File: src/rtl/fir_seq_pkg.sv
// rtl/fir_seq_pkg.sv - shared state encoding and default widths for the FIR sample sequencer
package fir_seq_pkg;

    localparam int SAMPLE_W_DEF = 16;
    localparam int ACC_W_DEF    = 32;

    typedef enum logic [1:0] {
        IDLE   = 2'd0,
        STROBE = 2'd1,
        WAIT   = 2'd2,
        HOLD   = 2'd3
    } fir_seq_state_e;

endpackage

File: src/rtl/fir_seq_watchdog.sv
// rtl/fir_seq_watchdog.sv - WAIT-state cycle counter, timeout compare, worst-latency tracker
// Optional max-latency tracking is built when FIR_SEQ_STATS_EN is defined.
module fir_seq_watchdog
    import fir_seq_pkg::*;
#(
    parameter int TIMEOUT_CYCLES = 256,
    parameter int CNT_W          = 16
) (
    input  logic                 clk_i,
    input  logic                 rst_ni,
    input  fir_seq_state_e       state,
    input  logic                 done,
    input  logic                 clr_err,
    output logic                 expire,
    output logic [CNT_W-1:0]     max_latency
);

    localparam int WCNT_W = $clog2(TIMEOUT_CYCLES);

    logic [WCNT_W-1:0] wait_cnt;

    always_ff @(posedge clk_i or negedge rst_ni) begin
        if (!rst_ni) begin
            wait_cnt <= '0;
        end else if (state == STROBE) begin
            wait_cnt <= '0;
        end else if (state == WAIT) begin
            wait_cnt <= wait_cnt + 1'b1;
        end
    end

    // A done in the final WAIT cycle takes priority over the abort.
    assign expire = (state == WAIT) && !done && (wait_cnt == WCNT_W'(TIMEOUT_CYCLES - 1));

`ifdef FIR_SEQ_STATS_EN
    localparam logic [CNT_W-1:0] CNT_ONES = '1;

    logic [WCNT_W:0]    latency;
    logic [CNT_W-1:0]   latency_sat;
    logic [CNT_W-1:0]   max_q;

    // Latency counts the done cycle itself, hence the +1.
    assign latency = {1'b0, wait_cnt} + {{WCNT_W{1'b0}}, 1'b1};

    always_comb begin
        latency_sat = CNT_W'(latency);
        if (32'(latency) > 32'(CNT_ONES)) begin
            latency_sat = CNT_ONES;
        end
    end

    always_ff @(posedge clk_i or negedge rst_ni) begin
        if (!rst_ni) begin
            max_q <= '0;
        end else if (clr_err) begin
            max_q <= '0;
        end else if ((state == WAIT) && done && (latency_sat > max_q)) begin
            max_q <= latency_sat;
        end
    end

    assign max_latency = max_q;
`else
    assign max_latency = '0;
`endif

endmodule

File: src/rtl/fir_sample_sequencer.sv
// rtl/fir_sample_sequencer.sv - sequences a ready/valid sample stream through one FIR datapath
// Statistics counters are built when FIR_SEQ_STATS_EN is defined.
module fir_sample_sequencer
    import fir_seq_pkg::*;
#(
    parameter int SAMPLE_W       = SAMPLE_W_DEF,
    parameter int ACC_W          = ACC_W_DEF,
    parameter int TIMEOUT_CYCLES = 256,
    parameter int CNT_W          = 16
) (
    input  logic                 clk_i,
    input  logic                 rst_ni,
    input  logic                 s_valid_i,
    output logic                 s_ready_o,
    input  logic [SAMPLE_W-1:0]  s_sample_i,
    output logic                 fir_valid_strobe_o,
    output logic [SAMPLE_W-1:0]  fir_sample_o,
    input  logic                 fir_valid_strobe_i,
    input  logic [ACC_W-1:0]     fir_y_i,
    output logic                 m_valid_o,
    input  logic                 m_ready_i,
    output logic [ACC_W-1:0]     m_y_o,
    output logic                 busy_o,
    output logic                 timeout_o,
    input  logic                 clr_err_i,
    output logic [CNT_W-1:0]     sample_count_o,
    output logic [CNT_W-1:0]     max_latency_o
);

    fir_seq_state_e state, next_state;
    logic           expire;

    fir_seq_watchdog #(
        .TIMEOUT_CYCLES (TIMEOUT_CYCLES),
        .CNT_W          (CNT_W)
    ) u_watchdog (
        .clk_i       (clk_i),
        .rst_ni      (rst_ni),
        .state       (state),
        .done        (fir_valid_strobe_i),
        .clr_err     (clr_err_i),
        .expire      (expire),
        .max_latency (max_latency_o)
    );

    always_ff @(posedge clk_i or negedge rst_ni) begin
        if (!rst_ni) begin
            state <= IDLE;
        end else begin
            state <= next_state;
        end
    end

    always_comb begin
        next_state = state;
        case (state)
            IDLE:    if (s_valid_i) next_state = STROBE;
            STROBE:  next_state = WAIT;
            WAIT:    if (fir_valid_strobe_i) next_state = HOLD;
                     else if (expire) next_state = IDLE;
            HOLD:    if (m_ready_i) next_state = IDLE;
            default: next_state = IDLE;
        endcase
    end

    always_comb begin
        s_ready_o = (state == IDLE);
        busy_o    = (state != IDLE);
    end

    // Strobe and result-valid are flopped from the next state so each tracks its state exactly.
    always_ff @(posedge clk_i or negedge rst_ni) begin
        if (!rst_ni) begin
            fir_valid_strobe_o <= 1'b0;
            m_valid_o          <= 1'b0;
            fir_sample_o       <= '0;
            m_y_o              <= '0;
            timeout_o          <= 1'b0;
        end else begin
            fir_valid_strobe_o <= (next_state == STROBE);
            m_valid_o          <= (next_state == HOLD);
            if ((state == IDLE) && s_valid_i) begin
                fir_sample_o <= s_sample_i;
            end
            if ((state == WAIT) && fir_valid_strobe_i) begin
                m_y_o <= fir_y_i;
            end
            if (expire) begin
                timeout_o <= 1'b1;
            end else if (clr_err_i) begin
                timeout_o <= 1'b0;
            end
        end
    end

`ifdef FIR_SEQ_STATS_EN
    logic [CNT_W-1:0] count_q;

    always_ff @(posedge clk_i or negedge rst_ni) begin
        if (!rst_ni) begin
            count_q <= '0;
        end else if (clr_err_i) begin
            count_q <= '0;
        end else if ((state == HOLD) && m_ready_i) begin
            count_q <= count_q + 1'b1;
        end
    end

    assign sample_count_o = count_q;
`else
    assign sample_count_o = '0;
`endif

endmodule
File: config.mk
export PLATFORM = sky130hd
export DESIGN_NAME = fir_sample_sequencer
export DESIGN_NICKNAME = d
export VERILOG_FILES = /design/src/rtl/fir_seq_pkg.sv /design/src/rtl/fir_seq_watchdog.sv /design/src/rtl/fir_sample_sequencer.sv
export SDC_FILE = /design/constraint.sdc
export NUM_CORES = 1
export LEC_CHECK = 0
export CORE_ASPECT_RATIO = 0.75
export CORE_MARGIN = 4
export CORE_UTILIZATION = 42
export CTS_BUF_LIST = sky130_fd_sc_hd__clkbuf_4
export CTS_CLUSTER_SIZE = 14
export DETAILED_ROUTE_END_ITERATION = 7
export PLACE_DENSITY = 0.9
export SETUP_SLACK_MARGIN = 0.05
export SLEW_MARGIN = 10
export SYNTH_ARGS = -nofsm -noshare
export SYNTH_HDL_FRONTEND = slang
export SYNTH_SLANG_ARGS = --single-unit
File: constraint.sdc
create_clock -name clk_i -period 2.2 [get_ports clk_i]
set_clock_uncertainty 0.05 [all_clocks]
set_input_delay 0.33 -clock clk_i [delete_from_list [all_inputs] [get_ports clk_i]]
set_output_delay 0.33 -clock clk_i [all_outputs]
set_load 0.02 [all_outputs]
==> results of run 1 <==
[layout by cell type, fill, tap and decap left out, types with 4 or more instances in the layout]
| cell | Yosys | routed |
|---|---|---|
| a21oi_1 | 4 | 4 |
| clkbuf_4 | 0 | 10 |
| clkdlybuf4s50_1 | 0 | 103 |
| conb_1 | 1 | 32 |
| dfrtp_1 | 61 | 61 |
| ha_1 | 5 | 4 |
| inv_1 | 8 | 8 |
| mux2_1 | 35 | 35 |
| mux2_2 | 14 | 14 |
| o21ai_0 | 4 | 4 |
[metal layers]
layer  vias up  share of wire  GRT usage
met1       929           0.40      0.184
met3         9           0.11     0.0826
li1        902              -          -
met4         0         0.0075     0.0380
met2        91           0.48      0.253
met5         -              0          0
[final cells by class]
cell class	count	area, um2
Clock buffer	10	75.1
Sequential cell	61	1530
Tap cell	81	101
Inverter	8	30.0
Timing Repair Buffer	109	1100
Clock inverter	6	77.6
Multi-Input combinational cell	133	1070
Fill cell	506	2390
[kinds of logic after synthesis]
kind of cell    after synthesis  synth area share
flops                        61             0.546
mux                          51             0.205
compound gates               20            0.0475
other cells                   1           0.00134
fa+ha+maj                     5            0.0224
buf+inv                      46             0.116
simple gates                 24            0.0587
xor+xnor                      1           0.00314
[repair_timing]
action,4_1_cts,5_1_grt
resized for setup,4,0
endpoints found under the hold margin,22,0
setup buffers,0,0
setup endpoints to repair,2,0
hold buffers,1,0
[how the worst max path moves through the flow]
stage	from	end	slack, ns	cells past startpoint
after global routing	state[1]$_DFF_PN0_	busy_o	0.14	4
after global placement	state[1]$_DFF_PN0_	s_ready_o	0.32	3
after floorplan	state[1]$_DFF_PN0_	fir_sample_o[10]$_DFFE_PN0P_	0.44	6
after detailed placement	state[1]$_DFF_PN0_	s_ready_o	0.27	3
final	state[1]$_DFF_PN0_	busy_o	0.25	4
after CTS	state[1]$_DFF_PN0_	busy_o	0.22	4
[metrics by stage]
stage,hold WS [ns],utilization,instance area (um2)
floorplan,-0.0156,-,2910
global placement,0.291,0.598,3810
detailed placement,0.288,0.598,3810
CTS,0.398,0.625,3990
global route,0.425,0.625,3990
finish,0.406,0.625,3990
[flip-flops by register name, summed over array words and instances (netlist names)]
register,cells
m_y_o,32
fir_sample_o,16
u_watchdog.wait_cnt,8
state,2
fir_valid_strobe_o,1
m_valid_o,1
timeout_o,1
[power breakdown]
part | internal [W] | total [W] | leakage (nW) | switching, W
logic | 0.00144 | 0.00282 | 0.939 | 0.00138
registers | 0.00166 | 0.00196 | 0.736 | 0.000305
clock network | 0.000463 | 0.000855 | 0.0852 | 0.000392
==> flow_metrics.tcl, run 1 <==
set metrics [dict create \
    fin_ws_ns 0.250 \
    drv_cap 0 \
    leakagePower_nw 1.76 \
    power.density_nw_per_um2 1410 \
    slew_headroom 0.657 \
    critPathMaxStageDelay_ns 0.44 \
    timing.final.max_slew_violations 0 \
    crit_top_cell "inv_1" \
    power_w 0.00563 \
    grt_pass1_wl_um 9690 \
    fp.dieH_um 78.6 \
    route.final.wire_length_um 6010 \
    grt_pass1_vias 1983 \
    r2r-start "state[1]$_DFF_PN0_" \
    dp_worst_setup_slack_ns 0.266 \
    setup_viol 0 \
    min_period_ns 1.95 \
    drc_errors 0 \
    ios 139 \
    drive_gt1_frac 0.116 \
    vdd_ir_drop_max_uv 746 \
    fmax_ghz 0.513 \
    cts.root.buffer_cell "clkbuf_4" \
    synth_top_area_frac 0.546 \
    via_per_inst 4.73 \
    ys_seq_elements 61 \
    start_kind "register" \
    dieWidth_um 102 \
    avgSynthCellArea_um2 13.4 \
    yosysTopAreaCell "dfrtp_1" \
    row_count 25 \
    worstPathArrival_ns 1.57 \
    track_usage 0.157 \
    layout.cells.non_filler 408 \
    htree_levels 3 \
    area_delta_synth_final_pct 42.7 \
    rsz0062_at_grt "false" \
    hold_violations 0 \
    synthDistinctLibCells 38 \
    tightestPinTransition_ns 0.515 \
    gp_congestion 0.719 \
    hold_class "in2async" \
    antenna_found_initial 0 \
    clockBufferDepth 2 \
    post_drt_wl_per_cell_um 14.7 \
    ys_top_cells_by_count "dfrtp_1 (61), mux2_1 (35), buf_4 (34)" \
    post-route-period-util 0.886 \
    place_inst 391 \
    grt-ovfl-total 0 \
    critPathKind "reg2out" \
    critPathBufInv 3 \
    synth_edf_count 0 \
    path_delay_family "buffers and inverters" \
    synth_area_leaders "dfrtp_1 (55%), mux2_1 (14%), buf_4 (9.1%)" \
    dr.pass1.iters 4 \
    synthFlopType "dfrtp_1" \
    cp-end-kind "primary output" \
    r2r_cells 5 \
    nets 381 \
    ant_nets 0 \
    critPathSlowestCell "dfrtp_1" \
    start_util 0.438 \
    drt_iter0_markers 77 \
    syn_area_um2 2790 \
    core-area_um2 6380 \
    fin_setup_tns_ns 0 \
    cp.required_ns 1.82 \
    io_buffers 106 \
    path_cells "inv_1 -> ha_4 -> inv_1 -> dlygate4sd2_1" \
    reg2reg_to "u_watchdog.wait_cnt[6]$_DFFE_PN0P_" \
    worst-path-max-fanout 10 \
    numCtsBuffers 9 \
    clkLatencyLatePin_ns 0.39 \
    cts_sinks 61 \
    status "finished, final reports clean" \
    clk_pin_slew_worst_paths_ns 0.10 \
    antenna_cells 0 \
    hpwl_um 4620 \
    vias 1931 \
    cts_tree "built" \
    die_area_um2 8030 \
    yosys.cell_count.top_type "dfrtp_1" \
    r2r_setup_slack_ns 0.43 \
    ys_seq_area_frac 0.546 \
    ys_async_sr_fraction 1.00 \
    yosys_warnings 0 \
    grt_start_max_net_pins 40 \
    netlist_instances 209 \
]
(Power assumes the default switching activity.)
==> run 2: changes to the inputs <==
--- a/config.mk
+++ b/config.mk
@@ -7,11 +7,11 @@
 export LEC_CHECK = 0
 export CORE_ASPECT_RATIO = 0.75
 export CORE_MARGIN = 4
-export CORE_UTILIZATION = 42
+export CORE_UTILIZATION = 30
 export CTS_BUF_LIST = sky130_fd_sc_hd__clkbuf_4
 export CTS_CLUSTER_SIZE = 14
 export DETAILED_ROUTE_END_ITERATION = 7
-export PLACE_DENSITY = 0.9
+export PLACE_DENSITY = 0.7
 export SETUP_SLACK_MARGIN = 0.05
 export SLEW_MARGIN = 10
 export SYNTH_ARGS = -nofsm -noshare
==> flow_metrics.tcl, run 2 (synthesis gave the netlist of run 1 again) <==
set metrics [dict create \
    rsz0062_at_grt "false" \
    path_delay_family "buffers and inverters" \
    r2r_cells 5 \
    htree_levels 3 \
    dr.pass1.iters 4 \
    route.final.wire_length_um 6370 \
    area_delta_synth_final_pct 42.9 \
    clockBufferDepth 2 \
    grt_pass1_vias 1955 \
    drc_errors 0 \
    seq_power_share 0.365 \
    io_buffers 106 \
    switching_share 0.388 \
    worstPathArrival_ns 1.57 \
    die_area_um2 10900 \
    antenna_cells 0 \
    layout_commonest_cell "clkdlybuf4s50_1" \
    track_usage 0.118 \
    start_kind "register" \
    critPathMaxStageDelay_ns 0.43 \
    power_switching_w 0.00209 \
    drive_gt1_frac 0.110 \
    cts_tree "built" \
    clk_pin_slew_worst_paths_ns 0.10 \
    worst-path-max-fanout 10 \
    fp.dieH_um 91.6 \
    ant_nets 0 \
    layout.cells.non_filler 454 \
    fmax_ghz 0.512 \
    row_count 30 \
    drt_iter0_markers 97 \
    r2r_setup_slack_ns 0.49 \
    timing.final.max_slew_violations 0 \
    largest_reg_flops 32 \
    cts.root.buffer_cell "clkbuf_4" \
    path_cells "inv_1 -> ha_4 -> inv_1 -> dlygate4sd2_1" \
    cp.required_ns 1.82 \
    power.density_nw_per_um2 1350 \
    ios 139 \
    cp-end-kind "primary output" \
    hpwl_um 4680 \
    critPathKind "reg2out" \
    grt_pass1_wl_um 10100 \
    start_util 0.309 \
    vdd_ir_drop_max_uv 614 \
    top_regs "m_y_o (32), fir_sample_o (16), u_watchdog.wait_cnt (8)" \
    crit_top_cell "inv_1" \
    antenna_found_initial 0 \
    clkLatencyLatePin_ns 0.41 \
    power_w 0.00539 \
    drv_cap 0 \
    post_drt_wl_per_cell_um 14.0 \
    core-area_um2 9050 \
    nets 381 \
    status "finished, final reports clean" \
    p_comb_frac 0.519 \
    hold_violations 0 \
    via_per_inst 4.24 \
    dieWidth_um 119 \
    critPathSlowestCell "dfrtp_1" \
    reg2reg_to "u_watchdog.wait_cnt[6]$_DFFE_PN0P_" \
    numCtsBuffers 9 \
    vias 1927 \
    grt_start_max_net_pins 62 \
    gp_congestion 0.727 \
    min_period_ns 1.95 \
    fillers 891 \
    critPathBufInv 3 \
    place_inst 438 \
    grt-ovfl-total 0 \
    layout_common_cells "clkdlybuf4s50_1 (103), dfrtp_1 (61), mux2_1 (35)" \
    leakagePower_nw 1.73 \
    r2r-start "state[1]$_DFF_PN0_" \
    power_frac_clock 0.116 \
    setup_viol 0 \
    post-route-period-util 0.888 \
    hold_class "in2async" \
    fin_setup_tns_ns 0 \
    cts_sinks 61 \
    top_register "m_y_o" \
    internal_power_w 0.00330 \
]
run 2: cell type report:
type / count / area, um2 / share of cell area
clock buffer: 9 / 67.6 / 0.0169
clock inverter: 6 / 31.3 / 0.00784
inverter: 8 / 30.0 / 0.00752
multi-input combinational: 133 / 1070 / 0.269
sequential: 61 / 1530 / 0.382
tap: 128 / 160 / 0.0401
timing repair buffer: 109 / 1100 / 0.276
run 2: power groups by stage:
stage / Sequential, W / Combinational [W] / Clock (W)
2_1_floorplan: 0.00254 / 0.000987 / 0
3_3_place_gp: 0.00196 / 0.00276 / 0
3_5_place_dp: 0.00200 / 0.00281 / 0
4_1_cts: 0.00198 / 0.00285 / 0.000677
5_1_grt: 0.00204 / 0.00300 / 0.000728
6_report: 0.00197 / 0.00280 / 0.000625
run 2: worst max path at each step:
stage                             startpoint                           end  slack [ns]  cells after the start
final                     state[1]$_DFF_PN0_                        busy_o        0.25                      4
after global routing      state[1]$_DFF_PN0_                        busy_o        0.11                      4
after CTS                 state[1]$_DFF_PN0_                        busy_o        0.21                      4
after detailed placement  state[1]$_DFF_PN0_                     s_ready_o        0.25                      3
after global placement    state[1]$_DFF_PN0_                     s_ready_o        0.30                      3
after floorplan           state[1]$_DFF_PN0_  fir_sample_o[10]$_DFFE_PN0P_        0.44                      6
run 2: worst register-to-register path, delay by kind of cell, from the launching register on:
kind	cells	cell delay, ns
fa+ha+maj	1	0.34
buf+inv	1	0.12
simple gates	3	0.74
flops	1	0.41
run 2: routing by layer:
layer	wire length (um)	up-vias	track usage
met3	493	8	0.0585
met2	2990	78	0.179
met4	84	0	0.0372
li1	-	896	-
met5	0	-	0
met1	2800	945	0.147
run 2: timing repair:
action                     4_1_cts  5_1_grt
hold buffers                     1        0
setup endpoints to repair        2        0
hold endpoints to repair        61        0
resized for setup                4        0
setup buffers                    0        0
run 2: stage by stage:
step                hold slack [ns]  cell area, um2  setup slack (ns)  utilization
floorplan                   -0.0156            2910             0.443            -
global placement              0.318            3870             0.303        0.428
detailed placement            0.321            3870             0.252        0.428
CTS                           0.385            3990             0.212        0.441
global route                  0.392            3990             0.112        0.441
finish                        0.407            3990             0.247        0.441
==> variant: new RTL, settings of run 2 <==
Put one more register stage on the output `timeout_o`, cleared by the reset. The value now appears one clock later. The other outputs are not delayed to match.
--- a/src/rtl/fir_sample_sequencer.sv
+++ b/src/rtl/fir_sample_sequencer.sv
@@ -26,6 +26,8 @@
     output logic [CNT_W-1:0]     sample_count_o,
     output logic [CNT_W-1:0]     max_latency_o
 );
+
+    logic timeout_s0;
 
     fir_seq_state_e state, next_state;
     logic           expire;
@@ -75,7 +77,7 @@
             m_valid_o          <= 1'b0;
             fir_sample_o       <= '0;
             m_y_o              <= '0;
-            timeout_o          <= 1'b0;
+            timeout_s0         <= 1'b0;
         end else begin
             fir_valid_strobe_o <= (next_state == STROBE);
             m_valid_o          <= (next_state == HOLD);
@@ -86,9 +88,9 @@
                 m_y_o <= fir_y_i;
             end
             if (expire) begin
-                timeout_o <= 1'b1;
+                timeout_s0 <= 1'b1;
             end else if (clr_err_i) begin
-                timeout_o <= 1'b0;
+                timeout_s0 <= 1'b0;
             end
         end
     end
@@ -111,4 +113,12 @@
     assign sample_count_o = '0;
 `endif
 
+    always_ff @(posedge clk_i or negedge rst_ni) begin
+        if (!rst_ni) begin
+            timeout_o <= '0;
+        end else begin
+            timeout_o <= timeout_s0;
+        end
+    end
+
 endmodule
Function: same outputs for any inputs over 10 cycles, from zero or initial values and one cycle with rst_ni low; that may be too few to reach the edited logic, so the function may still have changed.
==> variant against run 2 <==
- total power rose by 2.0%
- critical path type unchanged
- largest power group unchanged
- setup slack improved by 0.0067 ns
- via count fell by 0.52%
- final cell count rose by 0.44%
- wire length fell by 2.8%
- die area rose by 0.83%
- global-route usage fell by 0.36 points
- sequential cell count rose by 1
- maximum frequency rose by 0.34%
- cell area rose by 1.2%
- area after synthesis rose by 0.90%
==> variant: results (changes against run 2) <==
GRT Total Usage 11.4% (was 11.8%); Worst-Margin Slew 0.647 ns; synth top area cells dfrtp_1 (55%), mux2_1 (14%), buf_4 (9.1%) (unchanged); met3 wire length 501 um (was 493 um); outcome completed (unchanged); top sig layer met4 (unchanged); post-synthesis xor/xnor area fraction 0.311% (was 0.313%); Metal-1 WL 2730 um (was 2800 um); Crit Path Max Fanout 4 (was 10); DR iter-0 viols 102 (was 97); post-CTS resize count 2 (was 4); first-pass GRT wire length 9840 um (was 10100 um); peak supply drop 0.000810 V (was 0.000614 V); Cell Int Power 3.43 mW (was 3.30 mW); HPWL Detailed 4770 um (was 4680 um); adder-cell share of the synthesized area 2.22% (was 2.24%); Seq pwr share 36.1% (was 36.5%); share of cells above drive strength 1 11.6% (was 11.0%); clk_lat worst skew 0.38 ns (was 0.41 ns); WL/cell 13.6 um (was 14.0 um); worst reg2reg setup slack 0.32 ns (was 0.49 ns); Compound-Gate Fraction of Synth Area 4.70% (was 4.75%); Final nets 383 (was 381); leak pwr 1.76 nW (was 1.73 nW); Sw Pwr 2.07 mW (was 2.09 mW); GPL Wtd Cong 0.781 (was 0.727); Vias/cell 4.20 (was 4.24); HP Class register to register (was input port to asynchronous set/reset pin); grt total ovfl 0 (unchanged); mux contribution to synthesized area 20.3% (was 20.5%); Clk network pwr share 13.4% (was 11.6%); Seq/Total Area, Yosys 55.0% (was 54.6%)
variant: cell types whose count changed after synthesis, sizes merged:
cell | before | now
dfrtp | 61 | 62
variant: routing by layer:
metal / global-route usage, % / vias up
li1: - / 901
met1: 14.7 / 916
met2: 17.6 / 94
met3: 3.95 / 6
met4: 4.86 / 0
met5: 0 / -
variant: metrics by stage:
| step | util, % | hold WS, ns | setup WS [ns] | cells | cell area, sq um |
|---|---|---|---|---|---|
| global placement | 42.8 | 0.320 | 0.337 | 440 | 3910 |
| global route | 44.3 | 0.370 | 0.119 | 456 | 4040 |
| floorplan | - | -0.0156 | 0.443 | 241 | 2940 |
| finish | 44.3 | 0.348 | 0.254 | 456 | 4040 |
| detailed placement | 42.8 | 0.327 | 0.290 | 440 | 3910 |
| CTS | 44.3 | 0.351 | 0.206 | 456 | 4040 |
variant: worst register-to-register path: stages, from the launching register on:
cell and delay (ns):
dfrtp_1 0.41, inv_1 0.12, ha_1 0.48, or2b_1 0.27
or4_1 0.40, nand3_1 0.10
variant: how the worst max path moves through the flow:
stage,end,cells after the start
floorplan,fir_sample_o[10],6
global placement,m_y_o[13],4
detailed placement,m_y_o[1],4
CTS,busy_o,4
global route,busy_o,4
finish,busy_o,4
variant: cell families after synthesis:
family / Yosys count
multiplexers: 51
buffers and inverters: 46
other: 1
AO/OA/AOI/OAI: 20
adder cells (fa/ha/maj): 5
AND/OR/NAND/NOR: 24
XOR/XNOR: 1
flip-flops: 62
variant: final cells by class:
cell class / instances / area [sq um]
clock buffer: 10 / 75.1
clock inverter: 5 / 51.3
fill: 850 / 5080
inverter: 8 / 30.0
multi-input combinational: 133 / 1060
sequential: 62 / 1550
tap: 128 / 160
timing repair buffer: 110 / 1110
